## config.mk

```make
export PLATFORM = sky130hd
export DESIGN_NAME = feature_vector_builder
export DESIGN_NICKNAME = d
export VERILOG_FILES = /design/src/rtl/feature_vector_builder.sv
export SDC_FILE = /design/constraint.sdc
export NUM_CORES = 2
export LEC_CHECK = 0
export ABC_AREA = 1
export ABC_CLOCK_PERIOD_IN_PS = 2200
export CAP_MARGIN = 15
export CORE_AREA = 2 2 530 532
export DETAILED_ROUTE_END_ITERATION = 7
export DIE_AREA = 0 0 532 534
export PLACE_DENSITY = 0.39
export SLEW_MARGIN = 20
export SYNTH_ARGS = -nofsm -noshare
export SYNTH_HDL_FRONTEND = slang
export SYNTH_SLANG_ARGS = --single-unit
export TNS_END_PERCENT = 30
```

## constraint.sdc

```tcl
create_clock -name clk -period 2.2 [get_ports clk]
set_clock_uncertainty 0.05 [all_clocks]
set_input_delay 0.44 -clock clk [delete_from_list [all_inputs] [get_ports clk]]
set_output_delay 0.44 -clock clk [all_outputs]
set_load 0.01 [all_outputs]
```

## src/rtl/feature_vector_builder.sv

```systemverilog
// rtl/feature_vector_builder.sv - serial-to-parallel feature vector builder with valid/ready handoff
// Optional handoff counter port vec_cnt is enabled by defining FEATURE_VECTOR_BUILDER_VEC_CNT_EN.
module feature_vector_builder #(
  parameter int NFEAT      = 41,
  parameter int DW         = 32,
  parameter int FIRST_FEAT = 2
) (
  input  logic          clk,
  input  logic          rst_n,
  input  logic          s_valid,
  input  logic [DW-1:0] s_data,
  input  logic          s_last,
  output logic          s_ready,
  output logic [DW-1:0] xarray [0:NFEAT-1],
  output logic          v_valid,
  input  logic          v_ready,
  output logic          short_err
`ifdef FEATURE_VECTOR_BUILDER_VEC_CNT_EN
  ,
  output logic [15:0]   vec_cnt
`endif
);

  localparam int            IW        = $clog2(NFEAT);
  localparam logic [IW-1:0] FIRST_IDX = IW'(FIRST_FEAT);
  localparam logic [IW-1:0] LAST_IDX  = IW'(NFEAT - 1);
  localparam logic [0:0]    ST_FILL   = 1'b0;
  localparam logic [0:0]    ST_HOLD   = 1'b1;

  logic [0:0]    r_state;
  logic [IW-1:0] r_idx;
  logic          r_v_valid;
  logic          r_short_err;
  logic          w_accept;
  logic          w_handoff;
  logic          w_last_idx;

  assign s_ready    = (r_state == ST_FILL);
  assign w_accept   = s_valid && s_ready;
  assign w_handoff  = r_v_valid && v_ready;
  assign w_last_idx = (r_idx == LAST_IDX);
  assign v_valid    = r_v_valid;
  assign short_err  = r_short_err;

  always_ff @(posedge clk or negedge rst_n) begin
    if (!rst_n) begin
      r_state     <= ST_FILL;
      r_idx       <= FIRST_IDX;
      r_v_valid   <= 1'b0;
      r_short_err <= 1'b0;
    end else if (w_accept) begin
      if (w_last_idx || s_last) begin
        r_state   <= ST_HOLD;
        r_v_valid <= 1'b1;
        r_idx     <= FIRST_IDX;
        // s_last landing exactly on the final index is a normal full frame
        if (!w_last_idx) begin
          r_short_err <= 1'b1;
        end
      end else begin
        r_idx <= r_idx + 1'b1;
      end
    end else if ((r_state == ST_HOLD) && w_handoff) begin
      r_state   <= ST_FILL;
      r_v_valid <= 1'b0;
    end
  end

  genvar gi;
  generate
    for (gi = 0; gi < NFEAT; gi++) begin : g_entry
      if (gi < FIRST_FEAT) begin : g_zero
        assign xarray[gi] = '0;
      end else begin : g_reg
        logic [DW-1:0] r_entry;
        // A short frame zero-pads every entry above the closing index on the same edge
        always_ff @(posedge clk or negedge rst_n) begin
          if (!rst_n) begin
            r_entry <= '0;
          end else if (w_accept) begin
            if (r_idx == IW'(gi)) begin
              r_entry <= s_data;
            end else if (s_last && (r_idx < IW'(gi))) begin
              r_entry <= '0;
            end
          end
        end
        assign xarray[gi] = r_entry;
      end
    end
  endgenerate

`ifdef FEATURE_VECTOR_BUILDER_VEC_CNT_EN
  logic [15:0] r_vec_cnt;

  always_ff @(posedge clk or negedge rst_n) begin
    if (!rst_n) begin
      r_vec_cnt <= '0;
    end else if (w_handoff) begin
      r_vec_cnt <= r_vec_cnt + 16'd1;
    end
  end

  assign vec_cnt = r_vec_cnt;
`endif

endmodule

```

Word level (Yosys, flattened, before mapping)
Cells that the tools add are included.

Memories: 0. Logic and storage cells: 330. Register bits after elaboration: 1256. Latch bits: 0. Memory bits (read-only): 0. Output and inout bits: 1315. Input bits: 37. Bits in writable memories: 0.

Bitwise gates (word level): 2. Add/subtract/negate cells: 1. Shifts and indexed selects: 0. Magnitude comparators: 39. Reductions and logical operators: 124. Div/mod/pow operators: 0. Mux-type cells: 82. Multiply operators: 0. Equality and inequality tests: 40.

Operator list (count): two-way mux 32 bit (78); equality test 6 x 5 -> 1 bit (second input constant) (16); less-than comparator 6 x 5 -> 1 bit (second input constant) (16); AND reduction 2 bit (40); nonzero test 2 bit (40); equality test 6 bit (second input constant) (9); less-than comparator 6 bit (second input constant) (9); equality test 6 x 4 -> 1 bit (second input constant) (8); less-than comparator 6 x 4 -> 1 bit (second input constant) (8); logical AND 1 bit (42); equality test 6 x 3 -> 1 bit (second input constant) (4); less-than comparator 6 x 3 -> 1 bit (second input constant) (4); equality test 6 x 2 -> 1 bit (second input constant) (2); less-than comparator 6 x 2 -> 1 bit (second input constant) (2); adder 6 x 1 -> 6 bit (second input constant) (1); two-way mux 6 bit (1); two-way mux 1 bit (3); AND reduction 3 bit (1); != test 2 x 1 -> 1 bit (second input constant) (1); NOT 1 bit (2); logical OR 1 bit (1).

Logic depth before layout (Yosys ltp)
Word-level depth: 4. Depth in mapped cells: 10. Depth with buffers taken out: 8.

Worst setup path before layout
Ideal clock, no wire load.

Kind: flip-flop to flip-flop. From: reg r_idx[1]. To: reg g_entry[12].g_reg.r_entry[11]. Clock period less this slack: 1.956 ns. Required time: 2.084 ns. Stages on the path, launching flop included: 10. Arrival time: 1.841 ns. Setup time: 0.066 ns. Path buffers: 2. Path slack: 0.244 ns. Cells stage by stage: dfstp_2 inv_1 ha_1 buf_2 inv_1 nor2_1 o21ai_1 clkbuf_1 nand2_1 nand2_1.

Longest elaborated chain between the ends: 4. Elaborated cells between the ends (all ways): 6. Those cells by class: order compare: 1; eq/ne: 1; mux: 1; reduce/logical: 3.

Ends and longest elaborated chain: start, declared (RTL line 31) `logic [IW-1:0] r_idx;`; start signal, assigned (RTL line 61) `r_idx <= r_idx + 1'b1;`; less-than comparator 6 x 4 -> 1 bit (RTL line 83) `end else if (s_last && (r_idx < IW'(gi))) begin`; logical AND 1 bit (RTL line 83); nonzero test 2 bit (no line); AND reduction 2 bit (no line); end signal, assigned (RTL line 82) `r_entry <= s_data;`; end, declared (RTL line 75) `logic [DW-1:0] r_entry;`.

Several ways; a longest one is shown, not always the timed one. A chain may end at the register's enable or synchronous reset.

Worst setup path after layout
From: reg g_entry[10].g_reg.r_entry[10]. To: out xarray[970] (netlist bit).

RTL lines: start, declared (RTL line 75); start signal, assigned (RTL line 82); end, declared (RTL line 14) `output logic [DW-1:0] xarray [0:NFEAT-1],`.

No word-level cell between the ends.

==> results.yml <==
route:
  met3RoutedLength_mm: 24.7
  drt_first_pass_iters: 5
  wire_length_on_met2_mm: 131
  highest_layer: "met5"
  dr_total_vias: 44200
  first_iter_violations: 2860
  wirelength_mm: 288
  avgViaCountPerCell: 4.25
  drt_drc_violations_left: 0
  m1WireLength_mm: 122
  drtAntennaViolNets: 0
  wl_per_cell_um: 27.7
die:
  design.die.area_um2: 284000
  row_count: 194
  floorplan.core_area_um2: 278000
  die_h_um: 534
  initial_core_util_pct: 17.5
  design.portCount: 1352
  die-width_um: 532
synth:
  synth_cell_type_count: 26
  synth_top_cells_by_area: "sky130_fd_sc_hd__dfrtp_1 (64%), sky130_fd_sc_hd__nand3_1 (12%), sky130_fd_sc_hd__nand2_1 (11%), sky130_fd_sc_hd__o21ai_0 (4.6%), sky130_fd_sc_hd__clkbuf_1 (2.7%)"
  synthDominantCellAreaShare_pct: 64.4
  synth_cells: 5155
  netlist.top_cell.by_area: "sky130_fd_sc_hd__dfrtp_1"
  syn_std_cell_area_um2: 48800
  synth.yosys.seq_area_share_pct: 64.4
  synthesis.yosys.warnings: 0
  postSynthAreaPerCell_um2: 9.46
  synth.ff_latch_count: 1256
critical_path:
  path_delay_family: "flip-flops"
  timing.critical_path.arrival_ns: 1.63
  cp_num_buf_inv: 1
  critical_path.cell_chain: "clkdlybuf4s15_1"
  slowest_stage: "sky130_fd_sc_hd__dfrtp_2"
  timing.critical_path.required_ns: 1.71
  worst_setup_path_start_kind: "register"
  crit_path_max_fanout: 2
  cp-end-kind: "output port"
  timing.critical_path.slowest_cell_delay_ns: 0.49
  crit_type: "reg2out"
global_route:
  number_of_antenna_violations_at_the_first_check_in_global_routing: 47
  vias_in_the_first_global_route: 44100
  overflow: 0
  grt_first_pass_wirelength_mm: 391
  track_usage_pct: 19.6
  maximum_number_of_pins_on_one_net_before_global_route_repair: 80
pwr:
  power.static_leakage_nw: 48.7
  powerDensity_nw_per_um2: 838
  ir_drop_v: 0.000497
  totalPowerFinal_w: 0.0631
status:
  run_status: "finished, final reports clean"
sta:
  finalHoldWorstSlack_ns: 0.0939
  timing.final.max_slew_violations: 0
  worstMarginPinSlew_ns: 0.731
  finalCritPeriodShare_pct: 96.5
  rsz_0062_raised_after_global_routing: "yes"
  fmax_mhz: 471
  setup_viol: 0
  relSlewSlack_pct: 51.3
  timing.final.hold_violations: 0
  period_minus_slack_ns: 2.12
clocking:
  cts.htree.levels: 4
  cts_tree: "built"
  root_buffer: "sky130_fd_sc_hd__clkbuf_16"
  clk_pin_slew_ns: 0.06
  cts.path.max_buffers: 4
  cts.sinks: 1256
  clk_latency_ns: 0.83
  tritoncts.num_buffers: 164
worst_hold_path:
  hold_path.class: "in2reg"
cells_and_area:
  num-nets-final: 6560
  layout_cells_sized_above_1_pct: 11.6
  syn_to_final_growth_pct: 54.3
  final_util_pct: 27.0
placement:
  numPortBuffers: 1287
  hpwlAfterDp_mm: 202
  gp_routability_congestion: 0.825
run:
  cap_violations: 0
-- cell families (layout without fill, tap and decap cells) --
family	Yosys count	after routing	share of synthesized area (%)
xor+xnor	2	2	0.0359
other cells	1	87	0.00769
flops	1256	1256	64.4
buf+inv	581	2001	5.10
fa+ha+maj	5	5	0.128
compound gates	618	618	6.35
simple gates	2692	2693	23.9
-- where the power goes --
group          switching (W)  internal, W  leakage, nW  total [W]
Sequential          0.000943       0.0247         17.4     0.0256
Clock                 0.0108       0.0158         2.60     0.0267
Combinational        0.00718      0.00357         28.6     0.0108
Total                 0.0190       0.0441         48.7     0.0631
-- per-stage QoR --
step | cell area [um2] | setup TNS (ns) | std cells | worst slack (ns)
5_1_grt | 75200 | -0.0728 | 10400 | -0.0204
4_1_cts | 73600 | -55.42 | 10400 | -0.124
2_1_floorplan | 49000 | 0 | 5218 | 0.244
3_5_place_dp | 69000 | -405.59 | 10100 | -0.539
3_3_place_gp | 69000 | -388.18 | 10100 | -0.512
6_report | 75300 | 0 | 10400 | 0.0777
-- layer usage --
metal,GRT usage [%],vias up
li1,-,19700
met3,6.35,391
met2,31.1,1794
met4,6.55,2
met1,25.2,22200
met5,0,-
-- layout make-up --
type                            count  area [um2]
Antenna cell                       23        57.6
Clock buffer                      249        4920
Clock inverter                     38         353
Fill cell                       29700      203000
Inverter                           72         290
Multi-Input combinational cell   3382       15500
Sequential cell                  1256       31400
Tap cell                         3724        4660
Timing Repair Buffer             1642       18100
-- placed cells by master (no fill, tap or decap), drive strengths merged, types with 53 or more instances in the layout --
master,synthesis,final
nand2,1483,1483
dfrtp,1255,1255
nand3,1147,1147
dlygate4sd2,0,632
o21ai,616,616
dlymetal6s2s,0,596
buf,156,388
clkbuf,353,249
inv,72,74
conb,1,64
nor2,52,53
-- synth_stat cells (all sizes together) --
cell	n
nor2	52
xor2	2
nand3	1147
nor3b	1
nand4	6
buf	156
dfstp	1
conb	1
o21ai	616
clkbuf	353
nand2	1483
inv	72
nor3	3
a21oi	1
dfrtp	1255
a31o	1
ha	5
-- worst reg2reg max path, cell delays in order (launching register included) --
cell and delay [ns]:
sky130_fd_sc_hd__dfrtp_1 0.38, sky130_fd_sc_hd__buf_4 0.15, sky130_fd_sc_hd__inv_1 0.13, sky130_fd_sc_hd__nand2_1 0.15, sky130_fd_sc_hd__nor2_1 0.33, sky130_fd_sc_hd__buf_4 0.20, sky130_fd_sc_hd__nand2_4 0.06, sky130_fd_sc_hd__buf_4 0.23
sky130_fd_sc_hd__nand3_1 0.15, sky130_fd_sc_hd__o21ai_0 0.08
-- sequential cells by signal (all words and copies together), names as in the netlist --
| name | cells |
|---|---|
| v_valid | 1 |
| short_err | 1 |
| g_entry.g_reg.r_entry | 1248 |
| r_idx | 6 |
-- path summary, 6_finish.rpt --
check,from,endpoint,slack [ns],cells past startpoint
min in group asynchronous,rst_n,g_entry[27].g_reg.r_entry[19],0.14,2
max in group asynchronous,rst_n,g_entry[32].g_reg.r_entry[12],0.81,3
setup reg to reg,r_idx[2],g_entry[11].g_reg.r_entry[24],0.09,9
hold reg to reg,g_entry[36].g_reg.r_entry[7],g_entry[36].g_reg.r_entry[7],0.42,2
hold / removal,s_data[13],g_entry[12].g_reg.r_entry[13],0.09,4
setup / recovery,g_entry[10].g_reg.r_entry[10],xarray[970],0.08,1
-- timing repair --
| item | 4_1_cts | 5_1_grt |
|---|---|---|
| gates resized for setup | 696 | 630 |
| buffers inserted | 2 | 5 |
| endpoints found under the setup margin | 1460 | 1100 |
| hold buffers | 2 | 0 |
| pin swaps | 1 | 5 |
| hold endpoints to repair | 735 | 0 |
| cloned | 1 | 0 |
Power figures use the tool's default switching activity.
